<file path="config.mk">
export PLATFORM = sky130hd
export DESIGN_NAME = falling_state_update
export DESIGN_NICKNAME = d
export VERILOG_FILES = /design/src/rtl/falling_state_update.sv
export SDC_FILE = /design/constraint.sdc
export NUM_CORES = 1
export LEC_CHECK = 0
export CORE_ASPECT_RATIO = 1.4
export CORE_UTILIZATION = 47
export CTS_CLUSTER_DIAMETER = 200
export DETAILED_ROUTE_END_ITERATION = 8
export PLACE_DENSITY = 0.95
export SETUP_SLACK_MARGIN = 0.2
export SYNTH_ARGS = -nofsm -noshare
export SYNTH_HDL_FRONTEND = slang
export SYNTH_SLANG_ARGS = --single-unit
</file>
<file path="constraint.sdc">
create_clock -name clk -period 4.9 [get_ports clk]
set_clock_uncertainty 0.2 [all_clocks]
set_input_delay 1.47 -clock clk [delete_from_list [all_inputs] [get_ports clk]]
set_output_delay 1.47 -clock clk [all_outputs]
set_load 0.03 [all_outputs]
</file>
<file path="src/rtl/falling_state_update.sv">
// falling_state_update
// Owns the registered state of the falling tetromino (type, origin row/col,
// orientation) and advances it by at most one action per cycle.
//
// Ports:
//   clk, rst_l                 clock, asynchronous active-low reset
//   frame_tick                 one-cycle pulse per video frame
//   spawn, spawn_type          load a new piece (honoured only in IDLE)
//   *_in                       level user inputs, rising-edge detected here
//   *_valid, *_kick            validity checker verdicts for the candidates
//   hard_drop_row              lowest valid origin row for the current piece
//   falling_*                  current piece state
//   rotate_*/move_*/soft_drop_* row/col/orientation candidate states
//   piece_active               high while a piece is owned (FALLING..LOCK)
//   lock_req                   one-cycle pulse, falling_* hold the final spot
module falling_state_update #(
    parameter int GRAVITY_TICKS    = 60,
    parameter int LOCK_DELAY_TICKS = 30,
    parameter int MAX_LOCK_RESETS  = 15,
    parameter int SPAWN_ROW        = 1,
    parameter int SPAWN_COL        = 4
) (
    input  logic       clk,
    input  logic       rst_l,
    input  logic       frame_tick,
    input  logic       spawn,
    input  logic [3:0] spawn_type,
    input  logic       rotate_R_in,
    input  logic       rotate_L_in,
    input  logic       move_R_in,
    input  logic       move_L_in,
    input  logic       soft_drop_in,
    input  logic       hard_drop_in,
    input  logic       rotate_R_valid,
    input  logic       rotate_L_valid,
    input  logic       move_R_valid,
    input  logic       move_L_valid,
    input  logic       soft_drop_valid,
    input  logic [4:0] rotate_R_row_kick,
    input  logic [4:0] rotate_R_col_kick,
    input  logic [4:0] rotate_L_row_kick,
    input  logic [4:0] rotate_L_col_kick,
    input  logic [4:0] hard_drop_row,
    output logic [3:0] falling_type,
    output logic [4:0] falling_row,
    output logic [4:0] falling_col,
    output logic [1:0] falling_orientation,
    output logic [4:0] rotate_R_row,
    output logic [4:0] rotate_R_col,
    output logic [1:0] rotate_R_orientation,
    output logic [4:0] rotate_L_row,
    output logic [4:0] rotate_L_col,
    output logic [1:0] rotate_L_orientation,
    output logic [4:0] move_R_row,
    output logic [4:0] move_R_col,
    output logic [1:0] move_R_orientation,
    output logic [4:0] move_L_row,
    output logic [4:0] move_L_col,
    output logic [1:0] move_L_orientation,
    output logic [4:0] soft_drop_row,
    output logic [4:0] soft_drop_col,
    output logic [1:0] soft_drop_orientation,
    output logic       piece_active,
    output logic       lock_req
);

    localparam int GW = (GRAVITY_TICKS > 1) ? $clog2(GRAVITY_TICKS) : 1;
    localparam int LW = $clog2(LOCK_DELAY_TICKS + 1);
    localparam int RW = $clog2(MAX_LOCK_RESETS + 2);

    localparam logic [3:0] BLANK = 4'd0;

    typedef enum logic [1:0] {
        S_IDLE    = 2'd0,
        S_FALLING = 2'd1,
        S_LOCKING = 2'd2,
        S_LOCK    = 2'd3
    } state_t;

    state_t          state_q, state_d;
    logic [3:0]      type_q, type_d;
    logic [4:0]      row_q, row_d;
    logic [4:0]      col_q, col_d;
    logic [1:0]      ori_q, ori_d;
    logic [GW-1:0]   grav_cnt_q, grav_cnt_d;
    logic [LW-1:0]   lock_cnt_q, lock_cnt_d;
    logic [RW-1:0]   reset_cnt_q, reset_cnt_d;
    logic [5:0]      prev_q;

    // Input vector in priority order: hard_drop, rotate_R, rotate_L, move_R, move_L, soft_drop
    logic [5:0] in_now;
    logic [5:0] rise;
    assign in_now = {hard_drop_in, rotate_R_in, rotate_L_in, move_R_in, move_L_in, soft_drop_in};
    assign rise   = in_now & ~prev_q;

    // Next-state scratch
    logic          grav_step;
    logic          mv_hit;
    logic          mv_commit;
    logic [4:0]    mv_row;
    logic [4:0]    mv_col;
    logic [1:0]    mv_ori;
    logic [LW-1:0] lock_next;

    // State register
    always_ff @(posedge clk or negedge rst_l) begin
        if (!rst_l) begin
            state_q     <= S_IDLE;
            type_q      <= BLANK;
            row_q       <= '0;
            col_q       <= '0;
            ori_q       <= '0;
            grav_cnt_q  <= '0;
            lock_cnt_q  <= '0;
            reset_cnt_q <= '0;
            prev_q      <= '0;
        end else begin
            state_q     <= state_d;
            type_q      <= type_d;
            row_q       <= row_d;
            col_q       <= col_d;
            ori_q       <= ori_d;
            grav_cnt_q  <= grav_cnt_d;
            lock_cnt_q  <= lock_cnt_d;
            reset_cnt_q <= reset_cnt_d;
            prev_q      <= in_now;
        end
    end

    // Next-state logic
    always_comb begin
        state_d     = state_q;
        type_d      = type_q;
        row_d       = row_q;
        col_d       = col_q;
        ori_d       = ori_q;
        grav_cnt_d  = grav_cnt_q;
        lock_cnt_d  = lock_cnt_q;
        reset_cnt_d = reset_cnt_q;
        lock_next   = lock_cnt_q;

        grav_step = frame_tick && (grav_cnt_q == GW'(GRAVITY_TICKS - 1));

        // Highest-priority rotation/move edge. mv_hit blocks every lower-priority
        // action in the same cycle even when the checker rejected it.
        mv_hit    = 1'b0;
        mv_commit = 1'b0;
        mv_row    = row_q;
        mv_col    = col_q;
        mv_ori    = ori_q;
        if (rise[4]) begin
            mv_hit    = 1'b1;
            mv_commit = rotate_R_valid;
            mv_row    = rotate_R_row_kick;
            mv_col    = rotate_R_col_kick;
            mv_ori    = ori_q + 2'd1;
        end else if (rise[3]) begin
            mv_hit    = 1'b1;
            mv_commit = rotate_L_valid;
            mv_row    = rotate_L_row_kick;
            mv_col    = rotate_L_col_kick;
            mv_ori    = ori_q - 2'd1;
        end else if (rise[2]) begin
            mv_hit    = 1'b1;
            mv_commit = move_R_valid;
            mv_col    = col_q + 5'd1;
        end else if (rise[1]) begin
            mv_hit    = 1'b1;
            mv_commit = move_L_valid;
            mv_col    = col_q - 5'd1;
        end

        case (state_q)
            S_IDLE: begin
                if (spawn) begin
                    type_d      = spawn_type;
                    row_d       = 5'(SPAWN_ROW);
                    col_d       = 5'(SPAWN_COL);
                    ori_d       = 2'd0;
                    grav_cnt_d  = '0;
                    lock_cnt_d  = '0;
                    reset_cnt_d = '0;
                    state_d     = S_FALLING;
                end
            end

            S_FALLING: begin
                lock_cnt_d = '0;
                if (frame_tick) begin
                    grav_cnt_d = grav_step ? '0 : grav_cnt_q + GW'(1);
                end
                if (rise[5]) begin
                    row_d   = hard_drop_row;
                    state_d = S_LOCK;
                end else begin
                    if (mv_hit) begin
                        if (mv_commit) begin
                            row_d = mv_row;
                            col_d = mv_col;
                            ori_d = mv_ori;
                        end
                    end else if (rise[0] || grav_step) begin
                        if (soft_drop_valid) begin
                            row_d      = row_q + 5'd1;
                            grav_cnt_d = '0;
                        end
                    end
                    // Grounded check uses the verdict for the current position
                    if (!soft_drop_valid) begin
                        state_d = S_LOCKING;
                    end
                end
            end

            S_LOCKING: begin
                if (frame_tick) begin
                    lock_next = lock_cnt_q + LW'(1);
                end
                if (rise[5]) begin
                    row_d   = hard_drop_row;
                    state_d = S_LOCK;
                end else begin
                    if (mv_commit) begin
                        row_d = mv_row;
                        col_d = mv_col;
                        ori_d = mv_ori;
                        if (reset_cnt_q < RW'(MAX_LOCK_RESETS)) begin
                            lock_next   = '0;
                            reset_cnt_d = reset_cnt_q + RW'(1);
                        end
                    end
                    if (soft_drop_valid) begin
                        lock_next = '0;
                        state_d   = S_FALLING;
                    end else if (lock_next == LW'(LOCK_DELAY_TICKS)) begin
                        state_d = S_LOCK;
                    end
                    lock_cnt_d = lock_next;
                end
            end

            S_LOCK: begin
                state_d = S_IDLE;
            end

            default: begin
                state_d = S_IDLE;
            end
        endcase
    end

    // Outputs
    always_comb begin
        falling_type          = type_q;
        falling_row           = row_q;
        falling_col           = col_q;
        falling_orientation   = ori_q;
        piece_active          = (state_q != S_IDLE);
        lock_req              = (state_q == S_LOCK);

        rotate_R_row          = row_q;
        rotate_R_col          = col_q;
        rotate_R_orientation  = ori_q + 2'd1;
        rotate_L_row          = row_q;
        rotate_L_col          = col_q;
        rotate_L_orientation  = ori_q - 2'd1;
        move_R_row            = row_q;
        move_R_col            = col_q + 5'd1;
        move_R_orientation    = ori_q;
        // 0 wraps to 31 so the checker rejects a move off the left wall
        move_L_row            = row_q;
        move_L_col            = col_q - 5'd1;
        move_L_orientation    = ori_q;
        soft_drop_row         = row_q + 5'd1;
        soft_drop_col         = col_q;
        soft_drop_orientation = ori_q;
    end

endmodule

</file>
* Word level (Yosys, flattened, before mapping)
Index checks and enable logic that the tools add are counted.
Cells by class: div/mod/pow operators 0, order comparisons 1, bitwise gates (word level) 2, eq/ne operators 15, reduce and logical (&&, ||, !) cells 14, mux-type cells 64, $add $sub $neg 8, shift-type cells 0, $mul 0
Operators with widths (count):
- $mux W5 | 29
- $pmux W5 S3 | 3
- $mux W6 | 7
- $mux W2 | 13
- $add A5 B1 Y5 const B | 4
- $ne A2 B2 Y1 const B | 6
- $ne A4 B4 Y1 const B | 3
- $pmux W6 S2 | 1
- $pmux W5 S2 | 1
- $reduce_and A5 Y1 | 2
- $mux W1 | 8
- $pmux W2 S4 | 1
- $add A6 B1 Y6 const B | 1
- $and A6 B6 Y6 | 1
- $eq A6 B6 Y1 const B | 1
- $not A6 Y6 | 1
- $pmux W2 S3 | 1
- $reduce_and A3 Y1 | 2
- $reduce_bool A2 Y1 | 3
- $eq A5 B5 Y1 const B | 1
- $lt A5 B4 Y1 const B | 1
- $sub A5 B1 Y5 const B | 1
- $eq A2 B2 Y1 const B | 2
- $reduce_and A2 Y1 | 2
- other kinds (9) | 9
Word-level totals: bits in registers 40, logic and storage cells 113, ROM bits 0, memory bits (writable) 0, memories kept 0, output and inout bits 78, latch bits 0

* Longest topological paths before layout
depth after elaboration 14, mapped depth 9, gate-level depth less buffers 8

* Worst setup path after synthesis
OpenSTA, ideal clock, no wires.
path kind register to output, start reg col_q[0], in the netlist falling_col[0], end out move_L_col[4], data required time 3230 ps, setup slack 1364 ps, path buffers 0, stages on the path, launching flop included 5, arrival time 1866 ps, cell sequence dfrtp_1 -> inv_1 -> ha_1 -> nor3b_1 -> xor2_1
Between the ends: cells in the longest elaborated chain, start to end 1
Ends and longest elaborated chain:
- start: declaration | line 83 | logic [4:0] col_q, col_d;
- start signal: assignment | line 121 | col_q <= col_d;
- $sub A5 B1 Y5 | line 272 | move_L_col = col_q - 5'd1;
- end: declaration | line 58 | output logic [4:0] move_L_col,
Every way passes these cells.

* Worst setup path in the final report
Ends and elaborated chain as after synthesis.

==> summary.md <==
| Metric | Value |
|---|---|
| Wire per inst | `roughly 17 um` |
| Crit Path Category | `reg2out` |
| Cells after Synth | `330` |
| Seq. cell area | `between 1000 and 1500 um2` |
| Final TNS setup | `0 ns` |
| Placed Area | `roughly 4000 um2` |
| Synth cell count leaders | `buf_4 (43), dfrtp_1 (40), inv_1 (22), nand2_1 (20), nor2_1 (20)` |
| Drt total wl | `slightly below 8000 um` |
| Area delta synth->final | `32.03%` |
| Power per standard cell area | `679.8 nW/um2` |
| Top cells by area, synth | `dfrtp_1 (33%), buf_4 (11%), ha_1 (4.5%)` |
| Grt total ovfl | `0` |
| CP arrival | `between 2 and 2.5 ns` |
| Slew @ Worst Pin | `between 0.8 and 0.9 ns` |
| Syn Nets | `385` |
| Core area | `roughly 6300 um2` |
| Post-Syn Area per Cell | `~9 um2` |
| CTS tree | `built` |
| Clock root buffer master | `clkbuf_8` |
| Yosys cell types | `57` |
| Final Power | `around 2700 uW` |
| Initial Util | `roughly 49%` |
| Max Cap Violations | `0` |
| Synthesis warning total | `0` |
| Initial antenna violation count | `0` |
| Final ANT Viol Nets | `0` |
| Max-slew violations | `0` |
| FF+latch count, synth | `40` |
| Vias in the first global route | `2770` |
| Wire length of the first global-routing pass | `approximately 13000 um` |
| Crit-path max FO | `10` |
| Nets@finish | `between 400 and 500` |
| DRT iter0 DRCs | `258` |
| Hold_buf cts | `0` |
| Final Hold Viols | `0` |
| Final worst slack | `roughly 0.91 ns` |
| Max IR drop VDD | `0.2765 mV` |
| H-tree depth | `2` |
| Number of synthesized flops with an enable pin | `0` |
| Chip height | `a little under 100 um` |
| Cell taking the most area after synthesis | `dfrtp_1` |
| CP Launch Type | `register` |
| Synth top area share | `32.85%` |
| Unrepaired setup endpoints after global routing | `no` |
| Primary FF master, synth | `dfrtp_1` |
| CTS buffer count | `5` |
| DP Worst Slack | `between 0.7 and 0.8 ns` |
| Period utilization | `about 80%` |
| Post-route cell area | `roughly 4000 um2` |
| Ys async rst share | `between 90% and 100%` |
| Multi-input combinational cell area | `1565 um2` |
| DIE WIDTH | `about 70 um` |
| Worst skew pair latency | `around 0.30 ns` |
| Post-CTS Setup Inserts | `0` |
| Final setup violating endpoints | `0` |
| P_leak | `approximately 0.0017 uW` |
| Pre-antenna DRT Iters | `4` |
| Boundary pin count | `122` |
| CP required | `about 3.2 ns` |
| Clock Path Buffers | `2` |
| CTS Sinks | `40` |
| Gp weighted congestion | `just over 0.9` |
| IO buf count | `about 120` |
| Fillers | `around 500` |
| Worst hold slack | `between 0.2 and 0.3 ns` |
| Fmax | `approximately 250 MHz` |
| Min Clock Period, post-route | `3.992 ns` |
| PostCTS Resize Cnt | `0` |
| Worst Hold Class | `reg2reg` |
| Max-slew headroom | `roughly two fifths` |
| Die area | `around 7000 um2` |
| Most frequent cell after synthesis | `buf_4` |
| FP Rows | `34` |
| Gr usage total | `between 20% and 30%` |
| Synthesized area | `just over 3000 um2` |
| Sequential area share after synthesis | `32.85%` |
| Via density | `~5.9` |
| Via Count | `roughly 2800` |
| Clock transition at the registers of the reported paths | `0.07 ns` |
| Status | `completed` |
| ANT cells | `0` |
| Share of cells above drive strength 1 | `approximately 6.7%` |
| Critical Path End Type | `output pin` |
| DP Wirelength | `~6000 um` |
| Largest net degree at the start of global routing | `41` |
| Post-route DRC violation count | `0` |
[report_power, final]
part,internal [uW],leakage (uW),switching (uW)
Combinational,811,0.00110,1160
Clock,96.9,0.0000410,114
Sequential,417,0.000516,136
[kinds of logic (layout without fill, tap and decap cells)]
family,Yosys count,in the layout,synth area share (%)
buffers and inverters,76,150,15.77
AND/OR/NAND/NOR,82,82,14.04
adder cells (fa/ha/maj),11,11,4.517
flip-flops,40,40,32.85
AO/OA/AOI/OAI,96,96,24.93
multiplexers,9,9,3.285
XOR/XNOR,16,16,4.599
[routing by layer]
layer  global-route usage [%]  wire (um)  up-vias  part of all wire [%]
li1                         -          -     1285                     -
met1                    27.84       2994     1359                    38
met2                    43.27       4193      151                    53
met3                    4.772        520       20                   6.6
met4                    10.15        223        0                   2.8
met5                        0          0        -                     0
[final timing paths]
kind                                 from              to  slack, ns  depth (start not counted)
setup / recovery           falling_col[0]   move_L_col[4]       0.91                          5
hold / removal              grav_cnt_q[4]   grav_cnt_q[4]       0.29                          1
setup reg to reg                prev_q[4]  falling_col[2]       2.21                          5
hold reg to reg             grav_cnt_q[4]   grav_cnt_q[4]       0.29                          1
max in group asynchronous           rst_l   grav_cnt_q[1]       2.85                          1
min in group asynchronous           rst_l  falling_row[0]       1.10                          1
[flip-flops by register name (all words and copies together), names as in the netlist]
| name | count |
|---|---|
| falling_col | 5 |
| grav_cnt_q | 6 |
| falling_orientation | 2 |
| reset_cnt_q | 5 |
| state_q | 2 |
| prev_q | 6 |
| lock_cnt_q | 5 |
| falling_type | 4 |
| falling_row | 5 |
[layout by cell type, fill, tap and decap left out, types with 2 or more instances in the layout]
| master | count |
|---|---|
| a41oi_1 | 3 |
| a22o_1 | 3 |
| ha_1 | 11 |
| o21ai_0 | 19 |
| o22ai_1 | 4 |
| o21ai_1 | 2 |
| a21o_1 | 4 |
| o211ai_1 | 2 |
| a31o_1 | 2 |
| clkbuf_8 | 5 |
| a221oi_1 | 2 |
| nand3_1 | 9 |
| xor2_1 | 6 |
| mux2_2 | 4 |
| o31ai_1 | 6 |
| o221ai_1 | 6 |
| xnor2_1 | 10 |
| nand4_1 | 5 |
| a21bo_2 | 3 |
| o31ai_2 | 2 |
| a32o_1 | 3 |
| o2111ai_4 | 2 |
| mux2i_1 | 4 |
| inv_1 | 22 |
| nand2b_1 | 7 |
| clkdlybuf4s50_1 | 120 |
| nand2_1 | 20 |
| a22oi_1 | 5 |
| nor2b_1 | 6 |
| nor3_1 | 5 |
| a21oi_1 | 14 |
| and2b_1 | 2 |
| nor2_1 | 20 |
| a31oi_1 | 3 |
| dfrtp_1 | 40 |
[worst max-delay path: stages, from the launching register on]
cell and delay [ns]:
dfrtp_1 0.50, inv_1 0.15, ha_1 0.18, nor3b_1 0.27
xor2_1 0.22, clkdlybuf4s50_1 0.71
[cell type report]
class	count	share of cell area, %
Clock buffer	6	1.804
Clock inverter	1	0.1244
Inverter	22	2.053
Multi-Input combinational cell	214	38.91
Sequential cell	40	24.88
Tap cell	72	2.240
Timing Repair Buffer	121	29.98
[per-stage QoR]
| stage | utilization (%) | cells |
|---|---|---|
| floorplan | - | 330 |
| global placement | 63.09 | 469 |
| detailed placement | 63.09 | 469 |
| CTS | 64.33 | 476 |
| global route | 64.33 | 476 |
| finish | 64.33 | 476 |
(Power assumes the default switching activity.)
